## src/rtl/counter_sequencer.sv

```systemverilog
// Run controller for an N-bit up-counter: configurable limit, prescale divider and
// one-shot/periodic mode, with start/stop/resume/abort control and tick/done pulses.
module counter_sequencer #(
    parameter int N = 8,
    parameter int P = 4
) (
    input  logic         clock,
    input  logic         reset,
    input  logic         cfg_valid,
    output logic         cfg_ready,
    input  logic [N-1:0] cfg_limit,
    input  logic [P-1:0] cfg_prescale,
    input  logic         cfg_periodic,
    input  logic         start,
    input  logic         stop,
    output logic [N-1:0] cnt,
    output logic         busy,
    output logic         tick,
    output logic         done
);

    // IDLE: stopped, config accepted | RUN: counting | HOLD: paused, cnt/pc frozen
    typedef enum logic [1:0] {IDLE, RUN, HOLD} state_t;

    state_t         state_q, state_d;
    logic [N-1:0]   cnt_q, cnt_d;
    logic [P-1:0]   pc_q, pc_d;
    logic           tick_q, tick_d;
    logic           done_q, done_d;
    logic [N-1:0]   limit_q, limit_d;
    logic [P-1:0]   prescale_q, prescale_d;
    logic           periodic_q, periodic_d;

    always_comb begin
        state_d    = state_q;
        cnt_d      = cnt_q;
        pc_d       = pc_q;
        tick_d     = 1'b0;
        done_d     = 1'b0;
        limit_d    = limit_q;
        prescale_d = prescale_q;
        periodic_d = periodic_q;

        case (state_q)
            IDLE: begin
                if (cfg_valid) begin
                    limit_d    = cfg_limit;
                    prescale_d = cfg_prescale;
                    periodic_d = cfg_periodic;
                end
                if (start) begin
                    state_d = RUN;
                    cnt_d   = '0;
                    pc_d    = '0;
                end
            end
            RUN: begin
                if (stop) begin
                    state_d = HOLD;
                end else if (pc_q != prescale_q) begin
                    pc_d = pc_q + P'(1);
                end else begin
                    pc_d   = '0;
                    tick_d = 1'b1;
                    if (cnt_q == limit_q) begin
                        cnt_d  = '0;
                        done_d = 1'b1;
                        if (!periodic_q) state_d = IDLE;
                    end else begin
                        cnt_d = cnt_q + N'(1);
                    end
                end
            end
            HOLD: begin
                // stop outranks start: both together abort the run
                if (stop) begin
                    state_d = IDLE;
                    cnt_d   = '0;
                    pc_d    = '0;
                end else if (start) begin
                    state_d = RUN;
                end
            end
            default: state_d = IDLE;
        endcase
    end

    always_ff @(posedge clock) begin
        if (reset) begin
            state_q    <= IDLE;
            cnt_q      <= '0;
            pc_q       <= '0;
            tick_q     <= 1'b0;
            done_q     <= 1'b0;
            limit_q    <= '1;
            prescale_q <= '0;
            periodic_q <= 1'b0;
        end else begin
            state_q    <= state_d;
            cnt_q      <= cnt_d;
            pc_q       <= pc_d;
            tick_q     <= tick_d;
            done_q     <= done_d;
            limit_q    <= limit_d;
            prescale_q <= prescale_d;
            periodic_q <= periodic_d;
        end
    end

    assign cfg_ready = (state_q == IDLE);
    assign busy      = (state_q != IDLE);
    assign cnt       = cnt_q;
    assign tick      = tick_q;
    assign done      = done_q;

endmodule

```

## config.mk

```make
export PLATFORM = sky130hd
export DESIGN_NAME = counter_sequencer
export DESIGN_NICKNAME = d
export VERILOG_FILES = /design/src/rtl/counter_sequencer.sv
export SDC_FILE = /design/constraint.sdc
export NUM_CORES = 1
export LEC_CHECK = 0
export ABC_AREA = 1
export CAP_MARGIN = 15
export CORE_AREA = 2 2 49 69
export DETAILED_ROUTE_END_ITERATION = 10
export DIE_AREA = 0 0 51 71
export PLACE_DENSITY = 0.84
export SLEW_MARGIN = 20
export SYNTH_ARGS = -nofsm -noshare
export SYNTH_HDL_FRONTEND = slang
export SYNTH_SLANG_ARGS = --single-unit
```

## constraint.sdc

```tcl
create_clock -name clock -period 2.6 [get_ports clock]
set_clock_uncertainty 0.2 [all_clocks]
set_input_delay 0.52 -clock clock [delete_from_list [all_inputs] [get_ports clock]]
set_output_delay 0.52 -clock clock [all_outputs]
set_load 0.01 [all_outputs]
```

# Word level (Yosys, flattened, before mapping)

Index checks and enable logic that the tools add are counted.

$add $sub $neg: 2
Equal/unequal tests: 11
Muxes and demuxes: 20
Bitwise logic cells: 1
Reduce and logical (&&, ||, !) cells: 9

Operators by type and width:

| operator              | count |
|---|---|
| $mux W8               | 5 |
| $pmux W8 S3           | 1 |
| $mux W4               | 4 |
| $mux W2               | 6 |
| $pmux W4 S3           | 1 |
| $ne A3 B3 Y1 const B  | 3 |
| $add A8 B1 Y8 const B | 1 |
| $eq A8 B8 Y1          | 1 |
| $ne A2 B2 Y1 const B  | 3 |
| $pmux W2 S3           | 1 |
| $reduce_and A5 Y1     | 1 |
| $add A4 B1 Y4 const B | 1 |
| $ne A4 B4 Y1          | 1 |
| $reduce_and A4 Y1     | 1 |
| $reduce_or A4 Y1      | 1 |
| $reduce_and A3 Y1     | 1 |
| $reduce_bool A3 Y1    | 1 |
| $reduce_or A3 Y1      | 1 |
| $eq A2 B1 Y1 const B  | 1 |
| $eq A2 B2 Y1 const B  | 1 |
| $logic_not A2 Y1      | 1 |
| $mux W1               | 2 |
| $ne A2 B1 Y1 const B  | 1 |
| $reduce_and A2 Y1     | 1 |
| 2 further kinds       | 2 |

Bits in registers: 29
Input bits: 18
Output and inout port bits: 12
Word-level logic and storage cells: 51

# Longest topological paths before layout

Depth after elaboration: 5
Mapped depth: 11
Depth with buffers taken out: 11

# Least setup slack after synthesis

No wires, ideal clock.

Kind: input-to-reg
Start: input port stop
End: register cnt_q[3], in the netlist cnt[3]
Setup time: 0.109 ns
Arrival time: 1.219 ns
Data required time: 2.291 ns
Path slack: 1.073 ns
Cell stages on the path: 10
Buffers on the path: 0
Path through: nand2_1 > inv_1 > nor2_2 > o21ai_4 > inv_4 > nand2_4 > nand2_4 > nand2_1 > nand2_1 > inv_1

Word-level cells in the longest chain between the ends: 2
Elaborated cells on any way between the ends: 3
Classes of those cells: 2 x eq/ne; 1 x reduce/logical

Ends and longest elaborated chain:

| element                                | line | RTL |
|---|---|---|
| start, declared                        | 15   | `input logic stop,` |
| $ne A2 B2 Y1 (no source line)          | --   |  |
| $reduce_and A5 Y1 (no source line) (*) | --   |  |
| end signal, assigned                   | 100  | `cnt_q <= cnt_d;` |
| end, declared                          | 26   | `logic [N-1:0] cnt_q, cnt_d;` |

Every way passes the cells marked *; elsewhere a longest branch is shown, timed or not.
A chain may end at the register's enable or synchronous reset.

# Worst setup path in the final report

Start: register state_q[1]
End: output port busy

Word-level cells in the longest chain between the ends: 1

Ends and longest elaborated chain:

| element                | line | RTL |
|---|---|---|
| start, declared        | 25   | `state_t state_q, state_d;` |
| start signal, assigned | 99   | `state_q <= state_d;` |
| $reduce_bool A2 Y1     | 111  | `assign busy = (state_q != IDLE);` |
| end, declared          | 17   | `output logic busy,` |

Every way passes these cells.

==> results.py <==
metrics = {
    "worst_setup_path": {
        "critPathTopFamily": "buffers and inverters",
        "crit_type": "reg -> out",
        "slowest_stage": "clkdlybuf4s50_1",
        "worst_path_largest_cell_delay_ns": 0.54,
        "worstSetupStartpointType": "flip-flop",
        "cp.buffers_inverters": 2,
        "rr_worst_depth": 11,
        "cp_data_arrival_time_ns": 1.48,
        "required_ns": 1.88,
        "crit_fanout": 4,
        "timing.rr.end": "cnt[6]",
        "crit_chain": "nor2_4 > inv_2 > clkdlybuf4s50_1",
        "cp-end-kind": "output port",
        "r2r_setup_slack_ns": 0.88,
        "r2r-start": "cnt[6]",
    },
    "place": {
        "port_buffers": 29,
        "detailed_place_hpwl_um": 2770,
        "gp_congestion": 0.822,
        "dp_cells": 324,
        "pre_cts_ws_ns": 0.395,
    },
    "clock_tree": {
        "clkLatencyLatePin_ns": 0.29,
        "ctsHoldBuffers": 0,
        "cts_tree": "built",
        "root_buffer": "clkbuf_8",
        "h-tree-depth": 2,
        "clockBufferDepth": 2,
        "clk_pin_slew_worst_paths_ns": 0.06,
        "cts_resized": 0,
        "cts_setup_buffers": 0,
        "clock_sinks": 29,
        "numCtsBuffers": 5,
    },
    "grt": {
        "grt_start_max_net_pins": 17,
        "overflow": 0,
        "grt_pass1_wl_um": 6420,
        "grtUsageTotal_pct": 23.5,
        "grt_pass1_vias": 1473,
        "antenna_found_initial": 0,
    },
    "sta": {
        "min_period_over_period_pct": 84.7,
        "slew_viol_final": 0,
        "slew-limit-headroom_pct": 68.9,
        "max_freq_mhz": 454,
        "min_period_ns": 2.20,
        "rsz0062_at_grt": "false",
        "hold_ws_ns": 0.269,
        "hold_viol": 0,
        "worst_slack_ns": 0.398,
        "tns_ns": 0,
        "worst_slew_pin_slew_ns": 0.467,
        "finalSetupViolations": 0,
    },
    "hold_path": {
        "worstHoldStart": "prescale_q[3]",
        "hp-class": "reg -> reg",
        "hold_depth": 2,
        "hold_end": "prescale_q[3]",
    },
    "power_and_ir_drop": {
        "power.leakage_nw": 1.00,
        "ir_worst_vdd_mv": 0.375,
        "powerDensity_nw_per_um2": 536,
    },
    "synthesis": {
        "synth_commonest_cells": "nand2_1 (91), inv_1 (45), dfxtp_1 (29)",
        "synthArstFlopShare_pct": 0,
        "synth_most_common_cell": "nand2_1",
        "synth_area_um2": 1600,
        "yosys-top-cells-area": "dfxtp_1 (36%), nand2_1 (21%), inv_1 (11%)",
        "ys_ff_latch": 29,
        "synth_cells": 257,
        "yosysUniqueCellTypes": 23,
        "synth_seq_area_share_pct": 36.2,
        "syn_nets": 277,
        "synth_flop_cell": "dfxtp_1",
        "syn-mean-instance-area_um2": 6.24,
        "netlist.area_leader.share_pct": 36.2,
        "synth-edff-count": 0,
        "yosys.area.top_type": "dfxtp_1",
        "yosysWarnings": 0,
    },
    "final_layout": {
        "drive_gt1_share_pct": 8.19,
        "final_util_pct": 67.5,
        "area_growth_pct": 27.8,
        "stdcell_count": 332,
        "diodes": 0,
        "fin_nets": 312,
    },
    "routing": {
        "drt_first_pass_iters": 4,
        "wirelength_um": 3740,
        "via_per_inst": 4.91,
        "drcViolationCount": 0,
        "antenna_left": 0,
        "drt_iter0_drc": 43,
        "vias": 1629,
        "wire_per_inst_um": 11.3,
    },
    "die": {
        "rows": 24,
        "die_area_um2": 3620,
        "die_x_um": 51,
        "num_io_pins": 30,
        "coreArea_um2": 3030,
        "die_h_um": 71,
        "start_util_pct": 52.8,
    },
    "outcome": {
        "status": "finished, final reports clean",
    },
    "job": {
        "maxCapViolCount": 0,
    },
}
==> final cells by class <==
type                    count  area, um2
clock buffers               7       96.3
clock inverters             1       5.00
fillers                   282        985
inverters                  50        190
multi-input cells         174        815
flip-flops and latches     29        581
well taps                  39       48.8
repair buffers             32        313
==> report_power, final <==
part	internal, W	total [W]	switching (W)
Combinational	0.0000825	0.000192	0.000109
Sequential	0.000468	0.000487	0.0000183
Clock	0.000239	0.000418	0.000180
==> layer usage <==
layer,routed length (um),vias to the layer above,global-route usage [%]
met5,0,-,0
met4,79,0,11.7
met3,162,7,4.64
met2,1950,30,42.0
met1,1550,742,25.6
li1,-,850,-
==> sequential cells by signal, indices dropped and copies added, names as in the netlist <==
| register | count |
|---|---|
| cnt | 8 |
| limit_q | 8 |
| pc_q | 4 |
| prescale_q | 4 |
| state_q | 2 |
| done | 1 |
| periodic_q | 1 |
| tick | 1 |
==> tightest hold or removal path, cell delays in order (launching register included) <==
cell	delay, ns
dfxtp_1	0.31
inv_1	0.06
a21oi_1	0.05
==> cell usage in the layout, fill, tap and decap left out, types with 2 or more instances in the layout <==
cell / synthesis / final
nand4_1: 2 / 2
nand2_4: 2 / 2
o21ai_0: 9 / 9
nor3_1: 4 / 4
buf_4: 0 / 3
inv_2: 4 / 4
nor2_2: 2 / 2
a21oi_1: 12 / 12
nor2_4: 2 / 2
nor2_1: 27 / 27
o211ai_1: 7 / 7
clkdlybuf4s50_1: 0 / 29
clkbuf_8: 0 / 7
dfxtp_1: 29 / 29
ha_1: 2 / 2
nand3_1: 9 / 9
inv_1: 45 / 45
nand2_1: 91 / 91
==> worst max-delay path by stage <==
stage	startpoint	endpoint	slack [ns]	cells past startpoint
after floorplan	stop	cnt[3]	1.07	10
after global placement	stop	cnt[5]	0.48	11
after detailed placement	stop	cnt[5]	0.39	11
after CTS	state_q[1]	busy	0.38	3
after global routing	state_q[1]	busy	0.35	3
final	state_q[1]	busy	0.40	3
==> per-stage QoR <==
stage / cell area (um2) / power, W
2_1_floorplan: 1600 / 0.000620
3_3_place_gp: 1950 / 0.000682
3_5_place_dp: 1950 / 0.000688
4_1_cts: 2050 / 0.00111
5_1_grt: 2050 / 0.00115
6_report: 2050 / 0.00110
==> kinds of logic after synthesis <==
logic type               count (synthesis)  synth area share [%]
flip-flops                              29                  36.2
buffers and inverters                   54                  13.0
AO/OA/AOI/OAI                           30                  11.3
AND/OR/NAND/NOR                        140                  36.8
adder cells (fa/ha/maj)                  2                  1.56
XOR/XNOR                                 2                  1.09
Power figures use the tool's default switching activity.
